[config.mk]
export PLATFORM = sky130hd
export DESIGN_NAME = dmem_access_unit_flat
export DESIGN_NICKNAME = d
export VERILOG_FILES = /design/src/rtl/dmem_access_unit_if.sv /design/src/rtl/dmem_access_unit.sv /design/src/flat_wrapper.sv
export SDC_FILE = /design/constraint.sdc
export NUM_CORES = 1
export LEC_CHECK = 0
export BUFFER_PORTS_ARGS = -buffer_cell sky130_fd_sc_hd__buf_2
export CAP_MARGIN = 20
export CORE_MARGIN = 2
export CORE_UTILIZATION = 46
export DETAILED_ROUTE_END_ITERATION = 6
export PLACE_DENSITY = 0.83
export SETUP_SLACK_MARGIN = 0.5
export SYNTH_ARGS = -nofsm -noshare
export SYNTH_HDL_FRONTEND = slang
export SYNTH_SLANG_ARGS = --single-unit
[constraint.sdc]
create_clock -name clk -period 3 [get_ports clk]
set_clock_uncertainty 0.05 [all_clocks]
set_input_delay 0.45 -clock clk [delete_from_list [all_inputs] [get_ports clk]]
set_output_delay 0.45 -clock clk [all_outputs]
set_load 0.01 [all_outputs]
[src/rtl/dmem_access_unit_if.sv]
`timescale 1ns/1ps
`default_nettype none
// ============================================================================
// Module      : dmem_access_unit_if
// Description : Request/response bus of the data-memory access unit plus the
//               word-wide strobes towards the SPRAM-backed data_memory.
// Revision    : 1.0 - initial release
// ============================================================================
interface dmem_access_unit_if;
  // requester side
  logic        req;
  logic        we;
  logic [2:0]  funct3;
  logic [31:0] addr;
  logic [31:0] wdata;
  logic        ready;
  logic        done;
  logic        err;
  logic [31:0] rdata;
  // memory side
  logic [31:0] mem_addr;
  logic [31:0] mem_write_data;
  logic        mem_memwrite;
  logic        mem_memread;
  logic [31:0] mem_read_data;

  // the access unit itself
  modport slave (
    input  req, we, funct3, addr, wdata, mem_read_data,
    output ready, done, err, rdata,
           mem_addr, mem_write_data, mem_memwrite, mem_memread
  );

  // the environment: requester plus memory
  modport master (
    output req, we, funct3, addr, wdata, mem_read_data,
    input  ready, done, err, rdata,
           mem_addr, mem_write_data, mem_memwrite, mem_memread
  );
endinterface
`default_nettype wire

[src/rtl/dmem_access_unit.sv]
`timescale 1ns/1ps
`default_nettype none
// ============================================================================
// Module      : dmem_access_unit
// Description : RV32I byte-addressed load/store front end for a whole-word
//               SPRAM. Sub-word stores are done as read-modify-write; loads
//               are sign/zero extended; misaligned/illegal accesses complete
//               with err and never touch memory.
// Revision    : 1.0 - initial release
// ============================================================================
module dmem_access_unit #(
  parameter int ADDR_BITS = 14
) (
  input  logic               clk,
  input  logic               rst,
  dmem_access_unit_if.slave  bus
);

  localparam logic [1:0] S_IDLE    = 2'd0;
  localparam logic [1:0] S_RD      = 2'd1;
  localparam logic [1:0] S_RD_WAIT = 2'd2;
  localparam logic [1:0] S_WR      = 2'd3;

  localparam logic [2:0] c_F3_B  = 3'b000;
  localparam logic [2:0] c_F3_H  = 3'b001;
  localparam logic [2:0] c_F3_W  = 3'b010;
  localparam logic [2:0] c_F3_BU = 3'b100;
  localparam logic [2:0] c_F3_HU = 3'b101;

  logic [1:0]           r_state;
  logic [1:0]           w_next;
  logic                 r_we;
  logic [2:0]           r_f3;
  logic [ADDR_BITS+1:0] r_addr;
  logic [31:0]          r_wdata;
  logic                 r_done;
  logic                 r_err;
  logic [31:0]          r_rdata;
  logic [31:0]          r_mem_wdata;

  logic                 w_accept;
  logic                 w_legal;
  logic                 w_aligned;
  logic                 w_bad;
  logic                 w_is_sw;
  logic                 w_ready;
  logic                 w_memread;
  logic                 w_memwrite;
  logic [7:0]           w_byte;
  logic [15:0]          w_half;
  logic [31:0]          w_load;
  logic [31:0]          w_merge;

  assign w_accept = bus.req && (r_state == S_IDLE);
  assign w_is_sw  = bus.we && (bus.funct3 == c_F3_W);
  assign w_bad    = !(w_legal && w_aligned);

  // Decode legality and alignment of the request presented at the inputs
  always_comb begin
    if (bus.we)
      w_legal = bus.funct3 inside {c_F3_B, c_F3_H, c_F3_W};
    else
      w_legal = bus.funct3 inside {c_F3_B, c_F3_H, c_F3_W, c_F3_BU, c_F3_HU};
    case (bus.funct3[1:0])
      2'b01:   w_aligned = (bus.addr[0] == 1'b0);
      2'b10:   w_aligned = (bus.addr[1:0] == 2'b00);
      default: w_aligned = 1'b1;
    endcase
  end

  // State register; reset aborts any access and drops the strobes at once
  always_ff @(posedge clk or posedge rst) begin
    if (rst) r_state <= S_IDLE;
    else     r_state <= w_next;
  end

  // Next-state logic: errors complete in IDLE, SW skips the read phase
  always_comb begin
    w_next = r_state;
    case (r_state)
      S_IDLE: begin
        if (w_accept && !w_bad) w_next = w_is_sw ? S_WR : S_RD;
      end
      S_RD:      w_next = S_RD_WAIT;
      S_RD_WAIT: w_next = r_we ? S_WR : S_IDLE;
      S_WR:      w_next = S_IDLE;
      default:   w_next = S_IDLE;
    endcase
  end

  // Strobes and ready are pure functions of the state, so they are exclusive
  always_comb begin
    w_ready    = 1'b0;
    w_memread  = 1'b0;
    w_memwrite = 1'b0;
    case (r_state)
      S_IDLE:  w_ready    = 1'b1;
      S_RD:    w_memread  = 1'b1;
      S_WR:    w_memwrite = 1'b1;
      default: ;
    endcase
  end

  // Lane extraction and extension of the word returned by memory
  always_comb begin
    case (r_addr[1:0])
      2'd0:    w_byte = bus.mem_read_data[7:0];
      2'd1:    w_byte = bus.mem_read_data[15:8];
      2'd2:    w_byte = bus.mem_read_data[23:16];
      default: w_byte = bus.mem_read_data[31:24];
    endcase
    w_half = r_addr[1] ? bus.mem_read_data[31:16] : bus.mem_read_data[15:0];
    case (r_f3)
      c_F3_B:  w_load = {{24{w_byte[7]}}, w_byte};
      c_F3_H:  w_load = {{16{w_half[15]}}, w_half};
      c_F3_BU: w_load = {24'd0, w_byte};
      c_F3_HU: w_load = {16'd0, w_half};
      default: w_load = bus.mem_read_data;
    endcase
  end

  // Insert the store lanes of the latched data into the word just read
  always_comb begin
    w_merge = bus.mem_read_data;
    if (r_f3 == c_F3_B)
      w_merge[{r_addr[1:0], 3'b000} +: 8] = r_wdata[7:0];
    else
      w_merge[{r_addr[1], 4'b0000} +: 16] = r_wdata[15:0];
  end

  // Request latch, load result, RMW write word and the completion pulse
  always_ff @(posedge clk or posedge rst) begin
    if (rst) begin
      r_we        <= 1'b0;
      r_f3        <= 3'd0;
      r_addr      <= '0;
      r_wdata     <= 32'd0;
      r_done      <= 1'b0;
      r_err       <= 1'b0;
      r_rdata     <= 32'd0;
      r_mem_wdata <= 32'd0;
    end else begin
      r_done <= 1'b0;
      r_err  <= 1'b0;
      case (r_state)
        S_IDLE: begin
          if (w_accept) begin
            r_we    <= bus.we;
            r_f3    <= bus.funct3;
            r_addr  <= bus.addr[ADDR_BITS+1:0];
            r_wdata <= bus.wdata;
            if (w_bad) begin
              r_done <= 1'b1;
              r_err  <= 1'b1;
            end else if (w_is_sw) begin
              r_mem_wdata <= bus.wdata;
            end
          end
        end
        S_RD_WAIT: begin
          if (r_we) begin
            r_mem_wdata <= w_merge;
          end else begin
            r_rdata <= w_load;
            r_done  <= 1'b1;
          end
        end
        S_WR:    r_done <= 1'b1;
        default: ;
      endcase
    end
  end

  assign bus.ready          = w_ready;
  assign bus.done           = r_done;
  assign bus.err            = r_err;
  assign bus.rdata          = r_rdata;
  assign bus.mem_addr       = {{(32-ADDR_BITS){1'b0}}, r_addr[ADDR_BITS+1:2]};
  assign bus.mem_write_data = r_mem_wdata;
  assign bus.mem_memread    = w_memread;
  assign bus.mem_memwrite   = w_memwrite;

endmodule
`default_nettype wire
[src/flat_wrapper.sv]
// flat-port wrapper written by rule: the top's interface ports become plain ports
module dmem_access_unit_flat 
#(
  parameter int ADDR_BITS = 14
)
  (clk, rst, bus_req, bus_we, bus_funct3, bus_addr, bus_wdata, bus_mem_read_data, bus_ready, bus_done, bus_err, bus_rdata, bus_mem_addr, bus_mem_write_data, bus_mem_memwrite, bus_mem_memread);
  dmem_access_unit_if bus_i ();
  input  logic clk;
  input  logic rst;
  input wire logic [$bits(bus_i.req)-1:0] bus_req;
  input wire logic [$bits(bus_i.we)-1:0] bus_we;
  input wire logic [$bits(bus_i.funct3)-1:0] bus_funct3;
  input wire logic [$bits(bus_i.addr)-1:0] bus_addr;
  input wire logic [$bits(bus_i.wdata)-1:0] bus_wdata;
  input wire logic [$bits(bus_i.mem_read_data)-1:0] bus_mem_read_data;
  output wire logic [$bits(bus_i.ready)-1:0] bus_ready;
  output wire logic [$bits(bus_i.done)-1:0] bus_done;
  output wire logic [$bits(bus_i.err)-1:0] bus_err;
  output wire logic [$bits(bus_i.rdata)-1:0] bus_rdata;
  output wire logic [$bits(bus_i.mem_addr)-1:0] bus_mem_addr;
  output wire logic [$bits(bus_i.mem_write_data)-1:0] bus_mem_write_data;
  output wire logic [$bits(bus_i.mem_memwrite)-1:0] bus_mem_memwrite;
  output wire logic [$bits(bus_i.mem_memread)-1:0] bus_mem_memread;
  assign bus_i.req = bus_req;
  assign bus_i.we = bus_we;
  assign bus_i.funct3 = bus_funct3;
  assign bus_i.addr = bus_addr;
  assign bus_i.wdata = bus_wdata;
  assign bus_i.mem_read_data = bus_mem_read_data;
  assign bus_ready = bus_i.ready;
  assign bus_done = bus_i.done;
  assign bus_err = bus_i.err;
  assign bus_rdata = bus_i.rdata;
  assign bus_mem_addr = bus_i.mem_addr;
  assign bus_mem_write_data = bus_i.mem_write_data;
  assign bus_mem_memwrite = bus_i.mem_memwrite;
  assign bus_mem_memread = bus_i.mem_memread;
  dmem_access_unit #(.ADDR_BITS(ADDR_BITS)) u_core (.clk(clk), .rst(rst), .bus(bus_i));
endmodule
After elaboration in Yosys (flattened, before gate mapping)
Index checks and enable logic that the tools add are counted.
- register bits after elaboration: 104
- output and inout port bits: 101
- add/subtract/negate cells: 2
- equality and inequality tests: 19
- shifts and indexed selects: 4
- mux-type cells: 25
- bitwise gates (word level): 2
- reduce and logical (&&, ||, !) cells: 15
- operator list (cell ; count):
    two-way mux 32 bit ; 5
    case mux 32 bit (4 select lines) ; 1
    bitwise mux 32 bit ; 2
    case mux 32 bit (2 select lines) ; 1
    variable shift 16 x 7 -> 32 bit (first input constant) ; 1
    variable shift 8 x 7 -> 32 bit (first input constant) ; 1
    variable part select 16 x 7 -> 32 bit ; 1
    variable part select 8 x 7 -> 32 bit ; 1
    case mux 8 bit (3 select lines) ; 1
    two-way mux 16 bit ; 1
    negator 5 -> 7 bit ; 2
    == test 3 bit (second input constant) ; 4
    == test 2 bit (second input constant) ; 4
    two-way mux 1 bit ; 8
    case mux 2 bit (4 select lines) ; 1
    == test 2 x 1 -> 1 bit (second input constant) ; 3
    == test 3 x 1 -> 1 bit (second input constant) ; 2
    zero test 2 bit ; 3
    zero test 3 bit ; 2
    two-way mux 2 bit ; 3
    inequality test 2 x 1 -> 1 bit (second input constant) ; 3
    AND reduction 5 bit ; 1
    nonzero test 5 bit ; 1
    logical AND 1 bit ; 4
    8 further kinds ; 11

Depth between registers and ports, before layout
Gate-level depths: netlist of the first run.
- depth after elaboration: 7
- mapped depth: 10

Least setup slack after synthesis of the first run
No wires, ideal clock.
- path type: reg2reg
- from: register u_core.r_addr[1]
- to: register u_core.r_rdata[16], in the netlist u_core.bus.rdata[16]
- setup time: 0.129 ns
- arrival: 2.151 ns
- required time: 2.821 ns
- slack: 0.669 ns
- cell stages (with the launch flop): 11
- buffers on the path: 3
- clock period less this slack: 2.331 ns
- cell sequence: dfrtp_1 clkbuf_1 clkinv_1 ha_1 buf_2 a22oi_1 nand2_1 and3_1 o21ai_1 buf_2 nand3_1
- cells in the longest elaborated chain, start to end: 3
- elaborated cells on any way between the ends: 6
- those cells by class: eq/ne: 2; mux: 3; reduce/logical: 1
- ends and longest elaborated chain (what ; line ; text):
    start, declared ; dmem_access_unit.sv:34 ; logic [ADDR_BITS+1:0] r_addr;
    start signal, assigned ; dmem_access_unit.sv:150 ; r_addr <= bus.addr[ADDR_BITS+1:0];
    == test 2 bit (tied with other cells) ; dmem_access_unit.sv:106 ; case (r_addr[1:0])
    case mux 8 bit (3 select lines) ; dmem_access_unit.sv:106 ;
    case mux 32 bit (4 select lines) (*) ; dmem_access_unit.sv:113 ; case (r_f3)
    end signal, assigned ; dmem_access_unit.sv:164 ; r_rdata <= w_load;
    end, declared ; dmem_access_unit.sv:38 ; logic [31:0] r_rdata;
Every way passes the cells marked *; elsewhere a longest branch is shown, timed or not.
A chain may end at the register's enable or synchronous reset.

Final worst setup path of the first run
- from: register u_core.r_addr[0]
- to: register u_core.r_mem_wdata[23], in the netlist u_core.bus.mem_write_data[23]
- cells in the longest elaborated chain, start to end: 6
- elaborated cells on any way between the ends: 7
- those cells by class: add/sub: 1; shift: 2; mux: 4
- ends and longest elaborated chain (what ; line ; text):
    negator 5 -> 7 bit (*) ; dmem_access_unit.sv:126 ; w_merge[{r_addr[1:0], 3'b000} +: 8] = r_wdata[7:0];
    variable part select 8 x 7 -> 32 bit / variable shift 8 x 7 -> 32 bit (equally long branches) ; dmem_access_unit.sv:126 ;
    bitwise mux 32 bit (*) ; dmem_access_unit.sv:126 ;
    two-way mux 32 bit (*) ; dmem_access_unit.sv:125 ; if (r_f3 == c_F3_B)
    two-way mux 32 bit (*) ; dmem_access_unit.sv:161 ; if (r_we) begin
    case mux 32 bit (2 select lines) (*) ; dmem_access_unit.sv:145 ; case (r_state)
    end signal, assigned ; dmem_access_unit.sv:156 ; r_mem_wdata <= bus.wdata;
    end signal, assigned ; dmem_access_unit.sv:162 ; r_mem_wdata <= w_merge;
    end, declared ; dmem_access_unit.sv:39 ; logic [31:0] r_mem_wdata;
Every way passes the cells marked *; elsewhere a longest branch is shown, timed or not. The select of a mux whose other input is x is not followed.

==> impl_metrics.toml, run 1 <==
[setup_path]
r2r_cells = 8
cp-start-kind = "register"
max_stage_delay_ns = 0.49
crit_type = "reg -> reg"
crit_path_end_kind = "register"
crit_family = "buffers and inverters"
critPathMaxFanout = 9
r2r-end = "u_core.bus.mem_write_data[23]"
endpoint = "u_core.bus.mem_write_data[23]"
cp-startpoint = "u_core.r_addr[0]"
path_depth = 8
critPathRequiredTime_ns = 3.25
worstPathArrival_ns = 2.67
slowest_stage = "dfrtp_2"
r2r_setup_slack_ns = 0.58
cp_cell_sequence = "inv_1 -> ha_1 -> inv_2 -> nor4b_4 -> buf_4 -> a221oi_1 -> o21ai_1 -> mux2_2"
reg2reg_from = "u_core.r_addr[0]"
crit_buf_inv = 3

[clocking]
cts_sinks = 104
clockBufferDepth = 2
cts_root_buf = "clkbuf_16"
tritoncts = "built"
h-tree-depth = 3
cts_buffers = 9
clkSlewWorstSetupHoldPaths_ns = 0.07
postCtsHoldBufs = 0
clock_latency_ns = 0.35

[detailed_routing]
drcViolationCount = 0
via_per_inst = 5.73
wirelength_um = 18200
ant_nets = 0
firstDrtPassIters = 6
post_drt_wl_per_cell_um = 18.1
vias = 5774
drt_iter0_markers = 575

[yosys]
yosys_warnings = 0
postSynthCellCount = 685
ys_ff_latch = 104
avgSynthCellArea_um2 = 8.88
synth_area_mm2 = 0.00609
synth.distinct_cells = 38
yosysSeqAreaShare_pct = 42.8

[die]
die_area_mm2 = 0.0142
die-width_um = 119
pin_count = 204
dieHeight_um = 119
rows = 42
core_region_area_mm2 = 0.0131
initial_core_util_pct = 46.5

[cells_and_area]
nets = 934
regArea_mm2 = 0.00260
area.growth.synth_to_final_pct = 19.8
layout_common_cells = "buf_2 (169), nand2_1 (168), dfrtp_1 (103)"
final_common_cell = "buf_2"
drive_gt1_share_pct = 34.0
n_fill_cell = 1165
final_area_mm2 = 0.00729
multi_input_area_mm2 = 0.00306

[global_routing]
grt_pass1_wl_um = 28400
grt_start_max_net_pins = 46
grt_pass1_vias = 5354
antenna_found_initial = 3
grtUsageTotal_pct = 25.6
grt_overflow = 0

[power]
swShare_pct = 43.3
seq_power_share_pct = 31.4
power_switching_w = 0.00352
intPower_w = 0.00462
p_leak_nw = 3.57
clkPwrFrac_pct = 16.4
ir_drop_mv = 0.406
power.density_mw_per_mm2 = 1120
p_total_w = 0.00814
comb_power_share_pct = 52.2

[sta]
worst_pin_slew_ns = 1.07
period_share_pct = 80.7
fmax_mhz = 413
final.setup.tns_ns = 0
period_needed_ns = 2.42
setup_viol = 0
finalHoldViolCount = 0
report.final.slew_viol_count = 0
rsz0062_at_grt = "no"
slew-limit-headroom_pct = 28.4

[worst_hold_path]
hold_path.class = "in -> async"

[flow_run]
drv_cap = 0

[outcome]
status = "finished, final reports clean"

[placed_design]
place_hpwl_um = 13100
postPlaceCellArea_mm2 = 0.00690
port_buffers = 169
routabilityCongestion = 0.981
==> worst register-to-register path, stage by stage, from the launching register on <==
cell	delay [ns]
dfrtp_2	0.49
inv_1	0.27
ha_1	0.40
inv_2	0.17
nor4b_4	0.29
buf_4	0.20
a221oi_1	0.09
o21ai_1	0.24
mux2_2	0.17
==> logic make-up after synthesis <==
| logic type | count (synthesis) | share of synthesized area, % |
|---|---|---|
| other | 1 | 0.0616 |
| flip-flops | 104 | 42.8 |
| adder cells (fa/ha/maj) | 9 | 1.85 |
| AO/OA/AOI/OAI | 173 | 17.7 |
| AND/OR/NAND/NOR | 239 | 16.6 |
| multiplexers | 67 | 12.4 |
| buffers and inverters | 92 | 8.61 |
==> worst min-delay path by stage <==
stage / end / slack, ns / cells after the start
after floorplan: u_core.r_addr[10] / 0.40 / 2
after global placement: u_core.r_addr[11] / 0.40 / 2
after detailed placement: u_core.r_addr[15] / 0.41 / 2
after CTS: u_core.r_wdata[2] / 0.1 / 2
after global routing: u_core.bus.rdata[13] / 0.12 / 2
final: u_core.bus.rdata[13] / 0.08 / 2
==> registers in the layout, indices dropped and copies added (netlist names) <==
register,flops
u_core.bus.done,1
u_core.bus.err,1
u_core.bus.mem_write_data,32
u_core.bus.rdata,32
u_core.r_addr,16
u_core.r_f3,3
u_core.r_state,2
u_core.r_wdata,16
u_core.r_we,1
==> per-layer routing <==
metal	vias up	track usage (%)	share of wire (%)
met4	0	9.23	2.9
li1	2645	-	-
met2	312	39.5	46
met3	47	5.27	9.2
met1	2770	35.7	42
met5	-	0	0
==> power by group through the flow <==
stage | clock network (W) | logic [W] | registers, W
3_3_place_gp | 0 | 0.00411 | 0.00253
4_1_cts | 0.00135 | 0.00420 | 0.00254
2_1_floorplan | 0 | 0.00289 | 0.00268
5_1_grt | 0.00142 | 0.00467 | 0.00264
6_report | 0.00133 | 0.00425 | 0.00256
3_5_place_dp | 0 | 0.00417 | 0.00256
==> timing repair <==
item	4_1_cts	5_1_grt
setup endpoints to repair	16	24
pin swaps	0	1
buffers inserted	0	1
gates resized for setup	0	7
endpoints found under the hold margin	0	0
==> stage by stage <==
stage          setup WS (ns)  util [%]  instances  hold slack (ns)
2_1_floorplan          0.669         -        702            0.397
3_3_place_gp           0.372      52.7        986            0.403
3_5_place_dp           0.442      52.7        986            0.407
4_1_cts                0.401      55.3       1002           0.0976
5_1_grt                0.458      55.7       1005            0.121
6_report               0.579      55.7       1007           0.0845
==> cell usage after synthesis <==
| cell | n | area share [%] |
|---|---|---|
| a222oi_1 | 6 | 0.99 |
| o21ai_0 | 64 | 5.3 |
| buf_2 | 7 | 0.58 |
| o22ai_1 | 6 | 0.62 |
| nand2_1 | 168 | 10 |
| conb_1 | 1 | 0.062 |
| mux2_2 | 66 | 12 |
| inv_1 | 10 | 0.62 |
| a221oi_1 | 33 | 4.7 |
| a21oi_1 | 17 | 1.4 |
| mux2i_1 | 1 | 0.16 |
| nand4_1 | 1 | 0.10 |
| and3_1 | 3 | 0.31 |
| nor4b_2 | 1 | 0.25 |
| nor4_4 | 1 | 0.35 |
| or3_1 | 2 | 0.21 |
| and3b_1 | 1 | 0.14 |
| inv_2 | 1 | 0.062 |
| clkbuf_2 | 1 | 0.082 |
| buf_4 | 35 | 4.3 |
| nor2_1 | 17 | 1.0 |
| o21ai_1 | 32 | 2.6 |
| a22o_1 | 1 | 0.14 |
| a32oi_2 | 1 | 0.27 |
| nor2b_1 | 3 | 0.31 |
| dfrtp_1 | 104 | 43 |
| a211oi_1 | 3 | 0.37 |
| ha_1 | 9 | 1.9 |
| nand2b_1 | 3 | 0.31 |
| nand3_1 | 32 | 2.6 |
| a22oi_1 | 9 | 1.1 |
| a32o_1 | 1 | 0.16 |
| nor4_1 | 1 | 0.10 |
| buf_6 | 5 | 0.93 |
| clkinv_1 | 2 | 0.12 |
| nor3_1 | 5 | 0.41 |
| clkbuf_1 | 31 | 1.9 |
| and2_1 | 1 | 0.10 |
==> layout make-up <==
cell class	count	share of cell area, %
inverters	13	0.721
flip-flops and latches	104	35.7
well taps	176	3.02
diodes	4	0.137
repair buffers	188	13.7
clock buffers	11	3.47
multi-input cells	506	42.0
clock inverters	5	1.17
Note: power is estimated with default switching activity, not from simulation.
==> run 2, diff against run 1 <==
- clock period: 3 -> 2 ns (I/O delays scaled with it)
==> run 2 against run 1 <==
Critical path depth decreased by 1. Highest routed layer unchanged. Power up 76%. The flow now finishes with violations (hold timing, setup timing). Worst hold slack worse by 0.098 ns. Non-clock buffer count rose by 23. First-iteration DRC count grew 4.2%.
==> impl_metrics.toml, run 2 (synthesis gave the netlist of run 1 again) <==
[outcome]
status = "finished, violations left"
violations = "hold timing, setup timing"

[cells_and_area]
post-route-util_pct = 63.3
final_common_cell = "buf_2"
regArea_mm2 = 0.00261
drive_gt1_share_pct = 45.2
instances_no_fill = 1026
nets = 957
n_fill_cell = 1038
multi_input_area_mm2 = 0.00364
diodes = 0
area.growth.synth_to_final_pct = 36.1
layout_common_cells = "buf_2 (169), nand2_1 (168), dfrtp_1 (100)"

[sta]
worst_pin_slew_ns = 0.637
rsz0062_at_grt = "yes"
report.final.slew_viol_count = 0
period_share_pct = 105
slew-limit-headroom_pct = 57.5
final.setup.tns_ns = -0.103
setup_viol = 2
worst_slack_ns = -0.0945
finalHoldViolCount = 23
period_needed_ns = 2.09
fmax_mhz = 477
whs_ns = -0.0133

[setup_path]
cp_cell_sequence = "ha_2 -> inv_4 -> nor4b_4 -> buf_6 -> a221oi_1 -> o21ai_1 -> mux2_2"
crit_type = "reg -> reg"
r2r_cells = 7
reg2reg_from = "u_core.r_addr[1]"
crit_family = "compound AO/OA/AOI/OAI gates"
critPathMaxFanout = 9
crit_buf_inv = 2
crit_path_end_kind = "register"
slowest_stage = "dfrtp_2"
r2r_setup_slack_ns = -0.09
worstPathArrival_ns = 2.28
critPathRequiredTime_ns = 2.19
max_stage_delay_ns = 0.49
r2r-end = "u_core.bus.mem_write_data[17]"
cp-start-kind = "register"

[clocking]
clock_latency_ns = 0.35
h-tree-depth = 3
clkSlewWorstSetupHoldPaths_ns = 0.07
tritoncts = "built"
cts_sinks = 104
cts_buffers = 9
postCtsHoldBufs = 0
clockBufferDepth = 2
cts_root_buf = "clkbuf_16"

[die]
initial_core_util_pct = 46.5
die-width_um = 119
pin_count = 204
die_area_mm2 = 0.0142
core_region_area_mm2 = 0.0131
dieHeight_um = 119
rows = 42

[power]
swShare_pct = 43.6
p_total_w = 0.0144
power_switching_w = 0.00626
power.density_mw_per_mm2 = 1730
comb_power_share_pct = 58.7
seq_power_share_pct = 27.7
ir_drop_mv = 0.887
clkPwrFrac_pct = 13.5
intPower_w = 0.00809
p_leak_nw = 3.92

[placed_design]
place_hpwl_um = 13400
port_buffers = 169
routabilityCongestion = 0.902
placedCellCount = 997
post-place-ws_ns = 0.00893

[worst_hold_path]
hold_path.class = "in -> async"

[global_routing]
groute.layer.met3.usage_pct = 5.94
grt_overflow = 0
top_usage_layer = "met2"
grt_pass1_wl_um = 30400
grtUsageTotal_pct = 27.3
grtUsageMet1_pct = 37.0
antenna_found_initial = 0
grt_start_max_net_pins = 41
grt_use_met2_pct = 43.4
grt_pass1_vias = 5713

[detailed_routing]
post_drt_wl_per_cell_um = 19.6
drt_iter0_markers = 599
via_per_inst = 5.90
wirelength_um = 20100
vias = 6053
firstDrtPassIters = 7
ant_nets = 0
drcViolationCount = 0

[flow_run]
drv_cap = 0
run 2: changes by cell type in the layout (fill, tap and decap cells not counted), moves of 9 or more:
cell and delta:
a221oi_1 -29, a221oi_2 +23, buf_12 +12, buf_6 +9, o21ai_0 -34, o21ai_1 +24
run 2: power by group through the flow:
stage                     Combinational, W  Clock, W  Sequential, W
after floorplan                    0.00482         0        0.00404
after global placement             0.00684         0        0.00387
after detailed placement           0.00699         0        0.00391
after CTS                          0.00765   0.00196        0.00390
after global routing               0.00908   0.00206        0.00409
final                              0.00843   0.00194        0.00398
run 2: worst max path at each step:
stage | endpoint | cells after the start | from | slack [ns]
after floorplan | u_core.bus.mem_write_data[16] | 8 | u_core.r_addr[0] | 0.15
after global placement | u_core.bus.mem_write_data[14] | 7 | u_core.r_addr[1] | 0.02
after detailed placement | u_core.bus.mem_write_data[14] | 7 | u_core.r_addr[1] | 0.009
after CTS | u_core.bus.mem_write_data[23] | 6 | u_core.r_addr[1] | 0.07
after global routing | u_core.bus.mem_write_data[17] | 7 | u_core.r_addr[1] | -0.16
final | u_core.bus.mem_write_data[17] | 7 | u_core.r_addr[1] | -0.09
run 2: cell type report:
cell class | count | share of cell area [%]
clock buffer | 12 | 3.10
inverter | 13 | 0.907
multi-input combinational | 506 | 43.9
sequential | 104 | 31.5
timing repair buffer | 211 | 17.0
tap | 176 | 2.66
clock inverter | 4 | 0.922
run 2: worst reg2reg max path: stages (launching register included):
cell	delay, ns
dfrtp_2	0.49
ha_2	0.23
inv_4	0.18
nor4b_4	0.09
buf_6	0.16
a221oi_1	0.37
o21ai_1	0.15
mux2_2	0.28
run 2: what timing repair did:
action | in CTS | in global routing
setup endpoints to repair | 97 | 99
gates cloned | 1 | 1
gates resized for setup | 51 | 60
pin swaps | 41 | 24
buffers inserted | 8 | 3
endpoints found under the hold margin | 0 | 0
run 2: stage by stage:
stage | hold slack (ns) | instance area (um^2)
6_report | -0.0133 | 8280
5_1_grt | 0.0148 | 8280
4_1_cts | 0.0000484 | 7980
3_5_place_dp | 0.368 | 7320
3_3_place_gp | 0.362 | 7320
2_1_floorplan | 0.355 | 6430
run 2: metal layers:
metal | wire [um] | vias up
met3 | 2240 | 81
met5 | 0 | -
li1 | - | 2691
met1 | 7860 | 2875
met4 | 751 | 0
met2 | 9280 | 406
==> run 3, diff against run 2 <==
- RECOVER_POWER: default -> 25
==> run 3 against run 2 <==
The run ends with DRC, setup timing left. Design area fell by 0.39%. Register-to-register slack barely moved. Cell count did not move. Clock power barely moved. Count of clock-buffer cells in the layout did not move. First-iteration DRC count rose by 4.8%. Critical endpoint unchanged.
==> impl_metrics.toml, run 3 (synthesis gave the netlist of run 1 again) <==
[outcome]
status = "finished, violations left"
violations = "DRC, setup timing"

[setup_path]
cp-startpoint = "u_core.r_addr[1]"
reg2reg_from = "u_core.r_addr[1]"
worstPathArrival_ns = 2.29
crit_path_end_kind = "register"
r2r_setup_slack_ns = -0.10
critPathRequiredTime_ns = 2.19
cp-start-kind = "register"
crit_type = "reg -> reg"
critPathMaxFanout = 7

[power]
p_total_w = 0.0143
ir_drop_mv = 0.885
p_leak_nw = 3.91
power.density_mw_per_mm2 = 1740

[cells_and_area]
nets = 957
area.growth.synth_to_final_pct = 35.5
diodes = 0
instances_no_fill = 1026
drive_gt1_share_pct = 45.2
multi_input_area_mm2 = 0.00364
layout_common_cells = "buf_2 (169), nand2_1 (168), dfrtp_1 (100)"
n_fill_cell = 1042
final_common_cell = "buf_2"
regArea_mm2 = 0.00261

[clocking]
clkSlewWorstSetupHoldPaths_ns = 0.07
clockBufferDepth = 2
postCtsHoldBufs = 0
clock_latency_ns = 0.35
cts_buffers = 9
cts_sinks = 104
tritoncts = "built"
cts_root_buf = "clkbuf_16"
h-tree-depth = 3

[global_routing]
grt_pass1_vias = 5713
grt_start_max_net_pins = 41
grt_pass1_wl_um = 30400
antenna_found_initial = 0
grt_overflow = 0
grtUsageTotal_pct = 27.3

[sta]
setup_viol = 1
period_share_pct = 105
fmax_mhz = 476
slew-limit-headroom_pct = 21.9
period_needed_ns = 2.10
worst_slack_ns = -0.100
rsz0062_at_grt = "yes"
finalHoldViolCount = 0
worst_pin_slew_ns = 1.16
final.setup.tns_ns = -0.100
report.final.slew_viol_count = 0
whs_ns = 0.0831

[detailed_routing]
via_per_inst = 5.88
post_drt_wl_per_cell_um = 19.6
vias = 6034
drcViolationCount = 11
ant_nets = 0
firstDrtPassIters = 7
wirelength_um = 20100
drt_iter0_markers = 628

[placed_design]
place_hpwl_um = 13400
placedCellCount = 997
port_buffers = 169
routabilityCongestion = 0.902

[worst_hold_path]
holdCritStartpoint = "bus_addr[13]"
hold_path.class = "in -> reg"

[die]
dieHeight_um = 119
pin_count = 204
die-width_um = 119
core_region_area_mm2 = 0.0131
rows = 42
initial_core_util_pct = 46.5
die_area_mm2 = 0.0142

[flow_run]
drv_cap = 0
-- run 3: changes by cell type in the layout (fill, tap and decap cells not counted) --
cell / previous run / this run
buf_12: 13 / 11
clkbuf_2: 0 / 2
clkinvlp_4: 3 / 2
clkinvlp_2: 0 / 1
-- run 3: area by class of cell --
| type | count | area share, % |
|---|---|---|
| clock buffers | 12 | 3.11 |
| clock inverters | 4 | 0.925 |
| multi-input cells | 506 | 44.1 |
| well taps | 176 | 2.67 |
| repair buffers | 211 | 16.7 |
| flip-flops and latches | 104 | 31.6 |
| inverters | 13 | 0.880 |
-- run 3: where the power goes --
group          internal (W)  switching (W)  total [W]
logic               0.00378        0.00462    0.00841
registers           0.00313       0.000850    0.00398
clock network       0.00117       0.000775    0.00194
total               0.00808        0.00625     0.0143
-- run 3: through the flow --
step	worst slack, ns	util [%]	instance area [um^2]
after floorplan	0.151	-	6430
after global placement	0.0230	55.9	7320
after detailed placement	0.00893	55.9	7320
after CTS	0.0747	61.0	7980
after global routing	-0.157	63.0	8250
final	-0.100	63.0	8250
-- run 3: critical path: stages, from the launching register on --
cell and delay (ns):
dfrtp_2 0.49, clkinv_8 0.10, ha_4 0.25, nor4b_4 0.15, buf_6 0.16, a221oi_1 0.36, o21ai_1 0.15, mux2_2 0.28
-- run 3: worst paths after layout --
path,to,cells past startpoint
setup / recovery,u_core.bus.mem_write_data[17],7
hold / removal,u_core.r_addr[13],3
setup reg to reg,u_core.bus.mem_write_data[17],7
hold reg to reg,u_core.r_addr[13],2
max in group asynchronous,u_core.r_addr[13],3
min in group asynchronous,u_core.bus.rdata[22],2
-- run 3: routing by layer --
| layer | GRT usage, % | up-vias | wire length (um) |
|---|---|---|---|
| met5 | 0 | - | 0 |
| li1 | - | 2690 | - |
| met4 | 9.60 | 0 | 856 |
| met2 | 43.4 | 372 | 9230 |
| met3 | 5.94 | 85 | 1960 |
| met1 | 37.0 | 2887 | 8060 |
-- run 3: timing repair --
| action | CTS | global route |
|---|---|---|
| pin swaps | 41 | 24 |
| resized for setup | 51 | 60 |
| buffers inserted | 8 | 3 |
| setup endpoints to repair | 97 | 99 |
| gates cloned | 1 | 1 |
